## config.mk

```make
export PLATFORM = sky130hd
export DESIGN_NAME = fifo_wr_arbiter
export DESIGN_NICKNAME = d
export VERILOG_FILES = /design/src/rtl/fifo_arb_pkg.sv /design/src/rtl/rr_pick2.sv /design/src/rtl/fifo_wr_arbiter.sv
export SDC_FILE = /design/constraint.sdc
export NUM_CORES = 1
export LEC_CHECK = 0
export CAP_MARGIN = 20
export CORE_MARGIN = 1.5
export CORE_UTILIZATION = 45
export CTS_CLUSTER_DIAMETER = 80
export DETAILED_ROUTE_END_ITERATION = 7
export DONT_BUFFER_PORTS = 1
export GPL_ROUTABILITY_DRIVEN = 0
export SYNTH_ARGS = -nofsm -noshare
export SYNTH_HDL_FRONTEND = slang
export SYNTH_SLANG_ARGS = --single-unit
```

## constraint.sdc

```tcl
create_clock -name sys_clk -period 2.4 [get_ports sys_clk]
set_input_delay 0.6 -clock sys_clk [delete_from_list [all_inputs] [get_ports sys_clk]]
set_output_delay 0.6 -clock sys_clk [all_outputs]
set_load 0.02 [all_outputs]
```

## src/rtl/fifo_arb_pkg.sv

```systemverilog
// Shared types and counter widths for the FIFO write-port arbiter.
package fifo_arb_pkg;

   typedef enum logic [1:0] {
      IDLE    = 2'd0,
      SETTLE  = 2'd1,
      BURST   = 2'd2,
      RELEASE = 2'd3
   } arb_state_t;

   localparam int unsigned WORD_CNT_W   = 8;
   localparam int unsigned SETTLE_CNT_W = 4;

endpackage

```

## src/rtl/rr_pick2.sv

```systemverilog
// Two-way round-robin selector: favours the requester that did not win last.
module rr_pick2 (
   input  logic [1:0] req,
   input  logic       last_winner,
   output logic       winner,
   output logic       any_req
);

   logic other;

   assign other   = ~last_winner;
   assign any_req = |req;

   always_comb begin
      winner = last_winner;
      if (req[other]) begin
         winner = other;
      end
   end

endmodule

```

## src/rtl/fifo_wr_arbiter.sv

```systemverilog
// Round-robin burst arbiter sharing the FIFO write port between two producers,
// with a settle gap before each grant and almost_full back-pressure.
module fifo_wr_arbiter
   import fifo_arb_pkg::*;
#(
   parameter int unsigned DATA_W        = 8,
   parameter int unsigned BURST_LEN     = 16,
   parameter int unsigned SETTLE_CYCLES = 4
) (
   input  logic              sys_clk,
   input  logic              sys_rst,
   input  logic [1:0]        req,
   input  logic [1:0]        wr_valid,
   input  logic [DATA_W-1:0] wr_data0,
   input  logic [DATA_W-1:0] wr_data1,
   output logic [1:0]        grant,
   output logic [1:0]        wr_ack,
   input  logic              almost_full,
   input  logic              full,
   output logic              fifo_wr_en,
   output logic [DATA_W-1:0] fifo_wdata,
   output logic              busy
);

   localparam logic [WORD_CNT_W:0]   BURST_LIM  = (WORD_CNT_W+1)'(BURST_LEN);
   localparam logic [SETTLE_CNT_W:0] SETTLE_LIM = (SETTLE_CNT_W+1)'(SETTLE_CYCLES);

   arb_state_t              state, state_nxt;
   logic                    winner, winner_nxt;
   logic                    last_winner, last_winner_nxt;
   logic [WORD_CNT_W-1:0]   word_cnt, word_cnt_nxt;
   logic [SETTLE_CNT_W-1:0] settle_cnt, settle_cnt_nxt;
   logic [1:0]              grant_nxt;
   logic                    wr_en_nxt;
   logic [DATA_W-1:0]       wdata_nxt;
   logic                    busy_nxt;

   logic                    pick;
   logic                    any_req;
   logic                    accept_ok;
   logic                    accept;
   logic                    settle_done;
   logic                    burst_last;
   logic [DATA_W-1:0]       sel_data;

   rr_pick2 u_rr_pick2 (
      .req         (req),
      .last_winner (last_winner),
      .winner      (pick),
      .any_req     (any_req)
   );

   assign accept_ok   = (state == BURST) & ~almost_full & ~full;
   assign wr_ack      = grant & wr_valid & {2{accept_ok}};
   assign accept      = |wr_ack;
   assign sel_data    = winner ? wr_data1 : wr_data0;
   assign settle_done = ({1'b0, settle_cnt} + (SETTLE_CNT_W+1)'(1)) >= SETTLE_LIM;
   assign burst_last  = ({1'b0, word_cnt} + (WORD_CNT_W+1)'(1)) >= BURST_LIM;

   // Next-state and registered-output decode
   always_comb begin
      state_nxt       = state;
      winner_nxt      = winner;
      last_winner_nxt = last_winner;
      word_cnt_nxt    = word_cnt;
      settle_cnt_nxt  = settle_cnt;
      grant_nxt       = grant;
      wr_en_nxt       = accept;
      wdata_nxt       = accept ? sel_data : fifo_wdata;

      case (state)
         IDLE: begin
            grant_nxt = 2'b00;
            if (any_req & ~almost_full & ~full) begin
               winner_nxt     = pick;
               settle_cnt_nxt = '0;
               state_nxt      = SETTLE;
            end
         end
         SETTLE: begin
            if (!req[winner]) begin
               state_nxt = IDLE;
            end else if (settle_done) begin
               grant_nxt    = winner ? 2'b10 : 2'b01;
               word_cnt_nxt = '0;
               state_nxt    = BURST;
            end else begin
               settle_cnt_nxt = settle_cnt + SETTLE_CNT_W'(1);
            end
         end
         BURST: begin
            if (accept) begin
               word_cnt_nxt = word_cnt + WORD_CNT_W'(1);
            end
            // A stall (wr_valid low) neither counts nor ends the burst
            if ((accept & burst_last) | ~req[winner] | almost_full | full) begin
               grant_nxt       = 2'b00;
               last_winner_nxt = winner;
               state_nxt       = RELEASE;
            end
         end
         RELEASE: begin
            grant_nxt = 2'b00;
            state_nxt = IDLE;
         end
         default: begin
            grant_nxt = 2'b00;
            state_nxt = IDLE;
         end
      endcase

      busy_nxt = (state_nxt != IDLE);
   end

   // State and output registers; reset drops any word in flight
   always_ff @(posedge sys_clk) begin
      if (sys_rst) begin
         state       <= IDLE;
         winner      <= 1'b0;
         last_winner <= 1'b1;
         word_cnt    <= '0;
         settle_cnt  <= '0;
         grant       <= 2'b00;
         fifo_wr_en  <= 1'b0;
         fifo_wdata  <= '0;
         busy        <= 1'b0;
      end else begin
         state       <= state_nxt;
         winner      <= winner_nxt;
         last_winner <= last_winner_nxt;
         word_cnt    <= word_cnt_nxt;
         settle_cnt  <= settle_cnt_nxt;
         grant       <= grant_nxt;
         fifo_wr_en  <= wr_en_nxt;
         fifo_wdata  <= wdata_nxt;
         busy        <= busy_nxt;
      end
   end

endmodule

```

==> out/metrics.yaml, run 1 <==
timing:
  fmax_mhz: 478
  skew_ps: 1.40
  slew_viol_final: 0
  timing.setup.tns_ps: 0
  final.min_clock_period_ps: 2090
  setup_viol: 0
  rsz0062_at_grt: "no"
  layout_setup_ws_ps: 307
  holdWs_ps: 309
  relSlewSlack_pct: 71.9
  finalHoldViolCount: 0
  fin_crit_sh_pct: 87.2
  worst_slew_pin_slew_ps: 418
setup_path:
  slowest_stage: "dfxtp_1"
  start_kind: "flop"
  critPathRequiredTime_ps: 1800
  crit_fanout: 6
  critical_path_class: "reg2out"
  cp_cell_sequence: "nor4b_4, and3_1"
  worstSetupEndpointType: "output pin"
  arrival_ps: 1490
  cpPeakStageDelay_ps: 490
  reg2reg_depth: 6
die:
  die_w_um: 59.9
  fp.dieH_um: 59.9
  coreArea_um2: 3080
  placementRows: 20
  die_area_um2: 3590
  initial_core_util_pct: 47.4
  io-pin-count: 38
grt:
  grt_max_degree: 25
  grt_pass1_wl_mm: 4.78
  grt_overflow: 0
  antenna_found_initial: 0
  grt.total_usage_pct: 17.4
  grt_pass1_vias: 1065
cts:
  cts.sinks: 28
  htreeDepth: 1
  numCtsBuffers: 3
  cts_buffer_depth: 2
  cts_root_buf: "clkbuf_4"
  cts_tree: "yes"
  cts_resized: 0
  postCtsSetupRepairBufs: 0
  cts_hold_buf: 0
  clk_pin_slew_ps: 150
  insertion_delay_ps: 330
cells_and_area:
  stdcell_area_um2: 1540
  drive_above_1_share_pct: 19.1
  final_cell_mix: "dfxtp_1, nor2_1, nand2_1, mux2i_1, a211oi_2"
  stdcell_count: 196
  area_growth_pct: 5.57
  final_common_cell: "dfxtp_1"
  nNetsFinal: 180
  num-fill-cells: 297
  antenna_cells: 0
synth:
  yosys_most_used_dff: "dfxtp_1"
  syn_avg_cell_area_um2: 9.60
  synth_area_um2: 1460
  yosysSeqAreaShare_pct: 38.4
  yosysTopAreaCell: "dfxtp_1"
  synth_fp_nets: 179
  synth_warnings: 0
  async_flop_share_pct: 0
  synthTopCellsByArea: "dfxtp_1, a211oi_2, mux2i_1, nor2_1, and3_1"
  ys_ff_latch: 28
  synth_cells: 152
  synth_cell_types: 43
  synth_top_area_share_pct: 38.4
  synth_edf_count: 0
placed_design:
  place_ws_ps: 531
  port_buffers: 0
  hpwl_mm: 2.07
  dpl.cell_count: 192
  placed_area_um2: 1490
drt:
  drcViolationCount: 0
  vias: 1145
  dr.pass1.iters: 4
  detail_route.wl_per_cell_um: 14.3
  vias_per_cell: 5.84
  drt-total-wl_mm: 2.80
  drt_iter0_drc: 47
  drtAntennaViolNets: 0
pwr:
  p_leak_nw: 0.537
  p_per_area_nw_per_um2: 537
  peakVddDrop_v: 0.000353
min_path:
  hp-class: "in2reg"
  holdPathStages: 1
flow_run:
  drv_cap: 0
status:
  status: "complete, no violations"
-- kinds of logic after synthesis --
kind of cell / share of synthesized area (%)
DFF: 38.4
xor gates and xnor gates: 2.40
and+or+nand+nor: 24.2
AOI/OAI and AO/OA: 22.4
buffers and inverters: 3.09
muxes: 6.95
adders and majority gates: 2.57
-- layout make-up --
cell class	instances	area (um^2)	area share (%)
clock buffers	3	22.5	1.46
clock inverters	1	30.0	1.95
inverters	3	11.3	0.731
multi-input cells	116	853	55.4
flip-flops and latches	28	561	36.4
well taps	44	55.1	3.57
repair buffers	1	7.51	0.487
-- final timing paths --
| check | start | to | slack (ps) |
|---|---|---|---|
| setup reg to reg | settle_cnt[0] | grant[0] | 660 |
| hold reg to reg | word_cnt[1] | word_cnt[1] | 500 |
| setup / recovery | state[1] | wr_ack[0] | 310 |
| hold / removal | sys_rst | fifo_wdata[0] | 310 |
-- sequential cells by signal, indices dropped and copies added (netlist names) --
register / flops
last_winner: 1
grant: 2
state: 2
word_cnt: 8
winner: 1
settle_cnt: 4
fifo_wr_en: 1
fifo_wdata: 8
busy: 1
-- Yosys cell counts, types with 2 or more instances --
cell type	number
a211oi_2	8
a21oi_1	7
a311oi_1	2
a31oi_1	3
and3_1	7
buf_6	2
clkbuf_1	2
dfxtp_1	28
ha_1	3
inv_1	3
mux2i_1	9
nand2_1	10
nand2_2	2
nand2b_1	2
nand3_1	5
nor2_1	23
nor3_1	3
nor3_2	2
o21ai_0	2
o311ai_0	4
xor2_1	3
-- per-layer routing --
layer	GRT usage [%]	vias up	share of wire, %
met5	0	-	0
met4	3.81	0	0.64
met3	5.41	2	6.2
met2	28.3	42	46
met1	22.6	544	47
li1	-	557	-
-- worst max-delay path, delay by kind of cell (launching register included) --
family | cells | cell delay, ps
DFF | 1 | 490
and+or+nand+nor | 2 | 670
-- stage by stage --
step	total power, mW	utilization, %
5_1_grt	0.866	50.0
6_report	0.828	50.0
3_3_place_gp	0.524	48.3
4_1_cts	0.837	50.0
2_1_floorplan	0.523	-
3_5_place_dp	0.526	48.3
-- report_power, final --
part / switching (mW) / internal, mW / total [mW]
sequential: 0.00584 / 0.469 / 0.475
combinational: 0.0218 / 0.0182 / 0.0401
clock: 0.144 / 0.169 / 0.313
total: 0.171 / 0.656 / 0.828
Note: power is estimated with default switching activity, not from simulation.
==> inputs of run 2 (changes only) <==
--- a/config.mk
+++ b/config.mk
@@ -8,7 +8,8 @@
 export CAP_MARGIN = 20
 export CORE_MARGIN = 1.5
 export CORE_UTILIZATION = 45
-export CTS_CLUSTER_DIAMETER = 80
+export CTS_BUF_LIST = sky130_fd_sc_hd__clkbuf_16
+export CTS_CLUSTER_DIAMETER = 40
 export DETAILED_ROUTE_END_ITERATION = 7
 export DONT_BUFFER_PORTS = 1
 export GPL_ROUTABILITY_DRIVEN = 0
==> out/metrics.yaml, run 2 (synthesis results as in run 1) <==
status:
  status: "complete, no violations"
timing:
  skew_ps: 4.14
  fin_crit_sh_pct: 84.3
  setup_viol: 0
  worst_slew_pin_slew_ps: 421
  fmax_mhz: 494
  finalHoldViolCount: 0
  timing.setup.tns_ps: 0
  final.min_clock_period_ps: 2020
  rsz0062_at_grt: "no"
  slew_viol_final: 0
  relSlewSlack_pct: 71.7
  holdWs_ps: 398
cells_and_area:
  final_common_cell: "dfxtp_1"
  antenna_cells: 0
  final_cell_mix: "dfxtp_1, nor2_1, nand2_1, mux2i_1, a211oi_2"
  nNetsFinal: 180
  final_core_util_pct: 51.7
  reg_top3: "fifo_wdata x8, word_cnt x8, settle_cnt x4"
  drive_above_1_share_pct: 19.1
  area_growth_pct: 9.18
drt:
  vias_per_cell: 5.88
  vias: 1152
  drcViolationCount: 0
  drt-total-wl_mm: 2.93
  dr.pass1.iters: 4
  highest_layer: "met4"
  wl_met3_um: 195
  routed-wl-met2_mm: 1.37
  detail_route.wl_per_cell_um: 14.9
  drtAntennaViolNets: 0
  drt_iter0_drc: 23
  met1_length_mm: 1.34
flow_run:
  drv_cap: 0
cts:
  cts.sinks: 28
  cts_buffer_depth: 2
  cts_resized: 0
  cts_root_buf: "clkbuf_16"
  postCtsSetupRepairBufs: 0
  clk_pin_slew_ps: 70
  insertion_delay_ps: 260
  cts_hold_buf: 0
  numCtsBuffers: 3
  htreeDepth: 1
  cts_tree: "yes"
placed_design:
  hpwl_mm: 2.07
  port_buffers: 0
die:
  io-pin-count: 38
  fp.dieH_um: 59.9
  coreArea_um2: 3080
  die_w_um: 59.9
  die_area_um2: 3590
  initial_core_util_pct: 47.4
  placementRows: 20
setup_path:
  reg2reg_from: "settle_cnt[0]"
  critical_path_class: "reg2out"
  r2r_slack_ps: 670
  reg2reg_depth: 6
  arrival_ps: 1420
  start_kind: "flop"
  worstSetupEndpointType: "output pin"
  crit_fanout: 6
  critPathRequiredTime_ps: 1800
  regToRegEndpoint: "grant[0]"
grt:
  grt.total_usage_pct: 17.8
  grt_pass1_vias: 1073
  grt_max_degree: 25
  grt_pass1_wl_mm: 4.84
  grt_overflow: 0
  antenna_found_initial: 0
min_path:
  holdPathStages: 1
  min_from: "sys_rst"
  hp-class: "in2reg"
  hold_end: "state[0]"
pwr:
  p_per_area_nw_per_um2: 633
  p_leak_nw: 0.560
  peakVddDrop_v: 0.000448
==> run 2: report_power, final <==
group          switching [mW]  total (mW)  internal, mW  leakage, nW
Clock                   0.161       0.493         0.332       0.0511
Sequential            0.00590       0.474         0.468        0.226
Combinational          0.0220      0.0402        0.0182        0.283
Total                   0.189        1.01         0.819        0.560
==> run 2: metal layers <==
| metal | vias up | global-route usage [%] |
|---|---|---|
| met3 | 2 | 5.63 |
| met1 | 549 | 22.6 |
| met4 | 0 | 5.71 |
| met5 | - | 0 |
| li1 | 559 | - |
| met2 | 42 | 28.7 |
==> run 2: per-stage QoR <==
stage	area (um^2)	total power, mW	setup slack, ps	cells
final	1590	1.01	377	196
after global routing	1590	1.05	327	196
after CTS	1590	1.02	378	196
after detailed placement	1490	0.526	531	192
after global placement	1490	0.524	546	192
after floorplan	1460	0.523	571	152
==> run 2: layout make-up <==
class	count	area (um^2)
multi-input cells	116	853
inverters	3	11.3
fillers	290	1490
clock buffers	3	75.1
repair buffers	1	7.51
well taps	44	55.1
clock inverters	1	30.0
flip-flops and latches	28	561
==> run 2: worst max-delay path by stage <==
stage                   from   endpoint  slack [ps]  cells past startpoint
detailed placement      full  wr_ack[0]         530                      2
global route        state[1]  wr_ack[0]         330                      2
global placement        full  wr_ack[0]         550                      2
CTS                 state[1]  wr_ack[0]         380                      2
finish              state[1]  wr_ack[1]         380                      2
floorplan               full  wr_ack[0]         570                      2
==> run 2: worst max-delay path: stages, from the launching register on <==
cell	delay, ps
dfxtp_1	470
nor4b_4	360
and3_1	330
==> inputs of run 3 (changes only) <==
==> constraint.sdc (replaced) <==
create_clock -name sys_clk -period 1.8 [get_ports sys_clk]
set_input_delay 0.45 -clock sys_clk [delete_from_list [all_inputs] [get_ports sys_clk]]
set_output_delay 0.45 -clock sys_clk [all_outputs]
set_load 0.02 [all_outputs]
==> out/metrics.yaml, run 3 (synthesis results as in run 1) <==
status:
  status: "complete, no violations"
grt:
  grt_max_degree: 25
  antenna_found_initial: 0
  grt_pass1_wl_mm: 4.91
  grt_pass1_vias: 1138
  grt_overflow: 0
  grt.total_usage_pct: 17.7
setup_path:
  startpoint: "state[0]"
  critPathRequiredTime_ps: 1350
  reg2reg_depth: 7
  r2r_slack_ps: 80
  cp-endpoint: "wr_ack[0]"
  worstSetupEndpointType: "output pin"
  critical_path_class: "reg2out"
  regToRegEndpoint: "settle_cnt[1]"
  start_kind: "flop"
  crit_fanout: 6
  arrival_ps: 1270
  reg2reg_from: "settle_cnt[0]"
drt:
  met1_length_mm: 1.32
  wl_met3_um: 199
  routed-wl-met2_mm: 1.32
  highest_layer: "met4"
  drcViolationCount: 0
  vias_per_cell: 5.76
  detail_route.wl_per_cell_um: 14.3
  drt_iter0_drc: 41
  drt-total-wl_mm: 2.86
  drtAntennaViolNets: 0
  vias: 1152
  dr.pass1.iters: 4
timing:
  fin_crit_sh_pct: 95.6
  skew_ps: 3.50
  final.min_clock_period_ps: 1720
  setup_viol: 0
  fmax_mhz: 581
  worst_slew_pin_slew_ps: 350
  layout_setup_ws_ps: 79.6
  rsz0062_at_grt: "no"
  timing.setup.tns_ps: 0
  slew_viol_final: 0
  finalHoldViolCount: 0
  relSlewSlack_pct: 76.4
die:
  die_w_um: 59.9
  io-pin-count: 38
  die_area_um2: 3590
  placementRows: 20
  coreArea_um2: 3080
  fp.dieH_um: 59.9
  initial_core_util_pct: 47.4
cts:
  htreeDepth: 1
  cts_tree: "yes"
  insertion_delay_ps: 260
  cts.sinks: 28
  cts_buffer_depth: 2
  clk_pin_slew_ps: 60
  cts_root_buf: "clkbuf_16"
  cts_hold_buf: 0
  numCtsBuffers: 3
cells_and_area:
  reg_top3: "fifo_wdata x8, word_cnt x8, settle_cnt x4"
  drive_above_1_share_pct: 22.4
  num-fill-cells: 307
  antenna_cells: 0
  area_growth_pct: 9.86
  final_common_cell: "dfxtp_1"
  multi_input_area_um2: 860
  final_core_util_pct: 52.1
  regArea_um2: 561
  final_cell_mix: "dfxtp_1, nor2_1, nand2_1, mux2i_1, a211oi_2"
  stdcell_count: 200
  nNetsFinal: 184
pwr:
  peakVddDrop_v: 0.000388
  p_leak_nw: 0.572
  p_per_area_nw_per_um2: 735
min_path:
  hp-class: "in2reg"
placed_design:
  place_ws_ps: 83.0
  port_buffers: 0
  hpwl_mm: 2.11
  dpl.cell_count: 195
flow_run:
  drv_cap: 0
-- run 3: final cells by class --
class	count	area share (%)
multi-input cells	116	53.6
flip-flops and latches	28	35.0
well taps	44	3.43
inverters	3	0.703
clock buffers	3	4.68
repair buffers	5	2.34
clock inverters	1	0.234
-- run 3: repair_timing --
item / CTS / global route
buffers inserted: 1 / 0
endpoints found under the setup margin: 2 / 3
gates resized for setup: 1 / 3
endpoints found under the hold margin: 0 / 0
-- run 3: critical path: stages, from the launching register on --
cell and delay (ps):
dfxtp_1 390, nor4b_4 340, and3_2 290
-- run 3: metal layers --
metal	track usage [%]	vias up
met2	29.2	39
met1	23.0	542
met3	3.25	4
met4	6.35	0
met5	0	-
li1	-	567
-- run 3: worst min path at each step --
stage                start             to  slack [ps]  depth (start not counted)
2_1_floorplan  word_cnt[6]    word_cnt[6]         460                          1
3_3_place_gp   word_cnt[7]    word_cnt[7]         470                          1
3_5_place_dp   word_cnt[1]    word_cnt[1]         480                          2
4_1_cts            sys_rst  fifo_wdata[1]         250                          1
5_1_grt            sys_rst  fifo_wdata[4]         250                          1
6_report           sys_rst  fifo_wdata[5]         250                          1
-- run 3: power breakdown --
group          leakage, nW  switching [mW]  internal [mW]
Clock               0.0385           0.194          0.297
Sequential           0.226         0.00775          0.625
Combinational        0.307          0.0295         0.0244
-- run 3: metrics by stage --
step	instance area, um^2	hold slack (ps)	power (mW)
2_1_floorplan	1460	462	0.697
3_3_place_gp	1510	475	0.699
3_5_place_dp	1510	482	0.700
4_1_cts	1600	247	1.19
5_1_grt	1600	246	1.22
6_report	1600	252	1.18
